### config.mk
export PLATFORM = sky130hd
export DESIGN_NAME = sobel_addr_seq
export DESIGN_NICKNAME = d
export VERILOG_FILES = /design/src/rtl/sobel_addr_seq.sv
export SDC_FILE = /design/constraint.sdc
export NUM_CORES = 1
export LEC_CHECK = 0
export BUFFER_PORTS_ARGS = -buffer_cell sky130_fd_sc_hd__buf_2
export CAP_MARGIN = 5
export CORE_ASPECT_RATIO = 0.9
export CORE_MARGIN = 2
export CORE_UTILIZATION = 30
export DETAILED_ROUTE_END_ITERATION = 6
export GPL_TIMING_DRIVEN = 1
export PLACE_DENSITY_LB_ADDON = 0.3
export SETUP_SLACK_MARGIN = 0.15
export SYNTH_ARGS = -nofsm -noshare
export SYNTH_HDL_FRONTEND = slang
export SYNTH_SLANG_ARGS = --single-unit
export TNS_END_PERCENT = 1
### constraint.sdc
create_clock -name clk_i -period 3 [get_ports clk_i]
set_clock_uncertainty 0.15 [all_clocks]
set_input_delay 0.6 -clock clk_i [delete_from_list [all_inputs] [get_ports clk_i]]
set_output_delay 0.6 -clock clk_i [all_outputs]
set_load 0.02 [all_outputs]
### src/rtl/sobel_addr_seq.sv
// Frame address sequencer for the Sobel engine: three source-row reads, wait for
// the filter result, then one destination write per output word.
module sobel_addr_seq #(
  parameter int IMG_WIDTH    = 640,
  parameter int IMG_HEIGHT   = 480,
  parameter int PIX_PER_WORD = 4,
  parameter int ADDR_W       = 22,
  parameter int BYTE_SHIFT   = 2,
  parameter int SRC_BASE     = 0,
  parameter int DST_BASE     = 'h20000
) (
  input  logic              clk_i,
  input  logic              rst_i,
  input  logic              start_i,
  input  logic              ack_i,
  input  logic              res_valid_i,
  output logic              req_o,
  output logic              we_o,
  output logic [ADDR_W-1:0] adr_o,
  output logic [1:0]        row_sel_o,
  output logic [15:0]       col_o,
  output logic [15:0]       row_o,
  output logic              busy_o,
  output logic              done_o
);

  // state    | meaning
  // IDLE     | no frame; waits for start_i
  // RD_PREV  | read request for the row above
  // RD_CURR  | read request for the centre row
  // RD_NEXT  | read request for the row below
  // WAIT_RES | no request; waits for the filter result
  // WR       | write request to the destination frame
  localparam logic [2:0] IDLE     = 3'd0;
  localparam logic [2:0] RD_PREV  = 3'd1;
  localparam logic [2:0] RD_CURR  = 3'd2;
  localparam logic [2:0] RD_NEXT  = 3'd3;
  localparam logic [2:0] WAIT_RES = 3'd4;
  localparam logic [2:0] WR       = 3'd5;

  localparam int WPR = IMG_WIDTH / PIX_PER_WORD;
  localparam logic [ADDR_W-1:0] WPR_A   = ADDR_W'(WPR);
  localparam logic [ADDR_W-1:0] SRC_A   = ADDR_W'(SRC_BASE);
  localparam logic [ADDR_W-1:0] DST_A   = ADDR_W'(DST_BASE);
  localparam logic [15:0]       COL_MAX = 16'(WPR - 1);
  localparam logic [15:0]       ROW_MAX = 16'(IMG_HEIGHT - 3);

  logic [2:0]        state_q;
  logic [ADDR_W-1:0] off_q;
  logic [ADDR_W-1:0] prev_w;
  logic [ADDR_W-1:0] prev_nx_w;
  logic              last_word;

  // Word addresses wrap modulo 2^ADDR_W before the byte shift truncates them.
  assign prev_w    = SRC_A + off_q;
  assign prev_nx_w = SRC_A + off_q + 1'b1;
  assign last_word = (row_o == ROW_MAX) && (col_o == COL_MAX);

  function automatic logic [ADDR_W-1:0] byte_adr(input logic [ADDR_W-1:0] w);
    return w << BYTE_SHIFT;
  endfunction

  always_ff @(posedge clk_i or posedge rst_i) begin
    if (rst_i) begin
      state_q   <= IDLE;
      off_q     <= '0;
      col_o     <= '0;
      row_o     <= '0;
      req_o     <= 1'b0;
      we_o      <= 1'b0;
      adr_o     <= '0;
      row_sel_o <= 2'd0;
      busy_o    <= 1'b0;
      done_o    <= 1'b0;
    end else begin
      done_o <= 1'b0;
      case (state_q)
        IDLE: begin
          // a start landing on the done pulse belongs to the finished frame
          if (start_i && !done_o) begin
            state_q   <= RD_PREV;
            req_o     <= 1'b1;
            we_o      <= 1'b0;
            row_sel_o <= 2'd0;
            adr_o     <= byte_adr(prev_w);
            busy_o    <= 1'b1;
          end
        end
        RD_PREV: if (ack_i) begin
          state_q   <= RD_CURR;
          row_sel_o <= 2'd1;
          adr_o     <= byte_adr(prev_w + WPR_A);
        end
        RD_CURR: if (ack_i) begin
          state_q   <= RD_NEXT;
          row_sel_o <= 2'd2;
          adr_o     <= byte_adr(prev_w + (WPR_A << 1));
        end
        RD_NEXT: if (ack_i) begin
          state_q <= WAIT_RES;
          req_o   <= 1'b0;
        end
        WAIT_RES: if (res_valid_i) begin
          state_q   <= WR;
          req_o     <= 1'b1;
          we_o      <= 1'b1;
          row_sel_o <= 2'd3;
          adr_o     <= byte_adr(DST_A + off_q);
        end
        WR: if (ack_i) begin
          we_o      <= 1'b0;
          row_sel_o <= 2'd0;
          if (last_word) begin
            state_q <= IDLE;
            req_o   <= 1'b0;
            busy_o  <= 1'b0;
            done_o  <= 1'b1;
            off_q   <= '0;
            col_o   <= '0;
            row_o   <= '0;
          end else begin
            state_q <= RD_PREV;
            off_q   <= off_q + 1'b1;
            adr_o   <= byte_adr(prev_nx_w);
            if (col_o == COL_MAX) begin
              col_o <= '0;
              row_o <= row_o + 1'b1;
            end else begin
              col_o <= col_o + 1'b1;
            end
          end
        end
        default: begin
          state_q <= IDLE;
          req_o   <= 1'b0;
          we_o    <= 1'b0;
          busy_o  <= 1'b0;
        end
      endcase
    end
  end

endmodule
==> reports/metrics.cfg <==
[yosys]
synth_seq_area_share_pct = 40.40
ys_types = 69
synth-edff-count = 0
synth_area_sq_mm = 0.005017
syn_area_per_cell_sq_um = 8.741
netlist_top_cells_area = dfrtp_1 40%, xnor2_1 4.9%, o21ai_0 4.5%
ys_top_cells_by_count = 81 x dfrtp_1, 46 x nand2_1, 45 x o21ai_0
ys_ff_latch = 81
synth_cells = 574
ys_async_sr_fraction_pct = 100.0
synth.most_common_cell = dfrtp_1
yosys_most_used_dff = dfrtp_1
synth_top_cell_by_area = dfrtp_1
ys_warn_count = 0
synth_top_area_share_pct = 40.40

[global_routing]
grt_max_degree = 39
first_global_vias = 4651
grt-ovfl-total = 0
grt_pass1_wl_um = 25300
grt_util_all_layers_pct = 17.82
antenna_found_initial = 0

[clock_network]
htreeDepth = 3
clkSinkCount = 81
cts_buffers = 9
cts_tree = done
hold_buffers = 0
root_buffer = clkbuf_16
clk_pin_slew_ns = 0.06
clock_latency_ns = 0.35
clock_path_buffers = 2

[routing]
via_per_inst = 5.681
routedWlPerCell_um = 18.38
num_vias = 4789
post-route-drc-count = 0
drt_first_pass_iters = 4
drt-total-wl_um = 15490
drtIter0Drc = 412
ant_nets = 0

[setup_path]
cp.depth = 6
regToRegEndpoint = off_q[13]$_DFFE_PP0P_
reg2reg_depth = 6
cp-start-kind = flip-flop
crit_top_cell = a21o_1
r2r_start = col_o[8]$_DFFE_PP0P_
crit_family = simple AND/OR/NAND/NOR gates
critical_path_arrival_ns = 2.85
crit_required_ns = 3.09
path_class = flip-flop to flip-flop
crit_path_top_delay_cell = or4b_4
cp_cell_sequence = or4b_4 > nor4_4 > buf_4 > a21o_1 > nor4_1 > a21o_1
timing.reg2reg.setup_slack_ns = 0.24
crit_buf_inv = 1
cp_max_fo = 16
endpoint_kind = flip-flop
max_stage_delay_ns = 0.57

[timing]
rsz0062_at_grt = true
worst_hold_slack_ns = 0.1301
fmax_mhz = 362.8
tightest_slew_ns = 0.5958
fin_setup_tns_ns = 0
drv_slew = 0
min_period_ns = 2.756
finalSetupViolCount = 0
relSlewSlack_pct = 60.28
hold_viol = 0
fin_crit_sh_pct = 91.88

[place]
port_buffers = 62
post_dp_cell_area_sq_mm = 0.005639
globalplace.congestion = 0.9328
hpwl_um = 11240

[final_layout]
nets = 645
diodes = 0
finalInstanceArea_sq_mm = 0.005927
nFillCells = 1664
drive_above_1_share_pct = 18.55
post-route-util_pct = 36.49
area_delta_synth_final_pct = 18.13
multi_input_area_sq_mm = 0.002756
regArea_sq_mm = 0.002027

[power_and_ir_drop]
ir_drop_v = 0.0002810
switchingPower_mw = 1.807
leakagePower_nw = 2.539
powerDensity_mw_per_mm2 = 750.3
total_power_mw = 4.447
pwr-share-seq_pct = 33.7
intPower_mw = 2.640
pwr-share-clk_pct = 24.6
comb_power_share_pct = 41.7
p_sw_share_pct = 40.64

[floorplan]
io_pins = 65
die_h_um = 126.7
dieArea_sq_mm = 0.01778
rows = 44
core_area_sq_mm = 0.01624
initial_utilization_pct = 30.89
die_w_um = 140.3

[outcome]
outcome = finished clean

[job]
maxCapViolCount = 0

[worst_hold_path]
hold_class = input port to async pin

[cells by family (layout without fill, tap and decap cells)]
| kind of cell | count (synthesis) | in the layout | synth area share [%] |
|---|---|---|---|
| compound gates | 174 | 174 | 22.49 |
| xor+xnor | 35 | 35 | 6.110 |
| fa+ha+maj | 8 | 8 | 1.995 |
| buf+inv | 59 | 120 | 4.763 |
| flops | 81 | 81 | 40.40 |
| mux | 10 | 10 | 2.195 |
| other cells | 1 | 2 | 0.07474 |
| simple gates | 206 | 206 | 21.97 |
[layout by cell type, fill, tap and decap left out, drive strengths merged, types with 4 or more instances in the layout]
cell type  count
a31oi          9
o211ai         7
nor2          39
o21a           4
o31ai         10
clkbuf        10
ha             8
dfrtp         81
and4           4
nor3          19
nand3         19
nor3b          5
nand4         23
a21oi         41
clkinv         5
xnor2         28
o21ai         45
mux2           8
o41ai          4
or3            6
a22o           4
o22ai          8
xor2           7
and3           8
nand2         46
and2           5
nand2b         6
inv           12
a21o           9
nor4           8
buf           92
[flip-flops by register name, summed over array words and instances, names as in the netlist]
signal and flops:
row_sel_o 2, busy_o 1, col_o 16, done_o 1, req_o 1, adr_o 20
we_o 1, state_q 3, off_q 20, row_o 16
[per-layer routing]
layer,vias to the layer above,part of all wire (%),wire (um),global-route usage (%)
li1,2252,-,-,-
met1,2376,45,6967,24.34
met4,0,1.8,279,5.942
met2,143,47,7343,28.14
met5,-,0,0,0
met3,18,5.8,899,3.926
[per-stage QoR]
stage | worst slack, ns | instances
after floorplan | 0.1699 | 575
after global placement | 0.2257 | 828
after detailed placement | 0.1780 | 828
after CTS | 0.1592 | 843
after global routing | 0.08531 | 843
final | 0.2437 | 843
[power by group through the flow]
| stage | logic, mW | clock network [mW] | registers, mW |
|---|---|---|---|
| 5_1_grt | 2.04 | 1.16 | 1.54 |
| 3_3_place_gp | 1.83 | 0 | 1.52 |
| 2_1_floorplan | 1.15 | 0 | 1.60 |
| 4_1_cts | 1.85 | 1.12 | 1.50 |
| 6_report | 1.85 | 1.09 | 1.50 |
| 3_5_place_dp | 1.84 | 0 | 1.52 |
[layout make-up]
cell class,instances,area share (%)
clock buffers,10,3.863
clock inverters,5,0.9711
inverters,13,0.8444
multi-input cells,435,46.51
flip-flops and latches,81,34.20
well taps,207,4.370
repair buffers,92,9.246
[worst max path at each step]
| stage | start | end | slack [ns] |
|---|---|---|---|
| finish | col_o[8]$_DFFE_PP0P_ | off_q[13]$_DFFE_PP0P_ | 0.24 |
| detailed placement | col_o[8]$_DFFE_PP0P_ | off_q[17]$_DFFE_PP0P_ | 0.18 |
| floorplan | rst_i | adr_o[10]$_DFFE_PP0P_ | 0.17 |
| global route | col_o[8]$_DFFE_PP0P_ | row_o[3]$_DFFE_PP0P_ | 0.09 |
| CTS | col_o[8]$_DFFE_PP0P_ | off_q[13]$_DFFE_PP0P_ | 0.16 |
| global placement | col_o[8]$_DFFE_PP0P_ | off_q[13]$_DFFE_PP0P_ | 0.23 |
[timing repair]
item	in CTS	in global routing
gates resized for setup	0	2
endpoints found under the setup margin	0	17
buffers inserted	0	0
(Power assumes the default switching activity.)
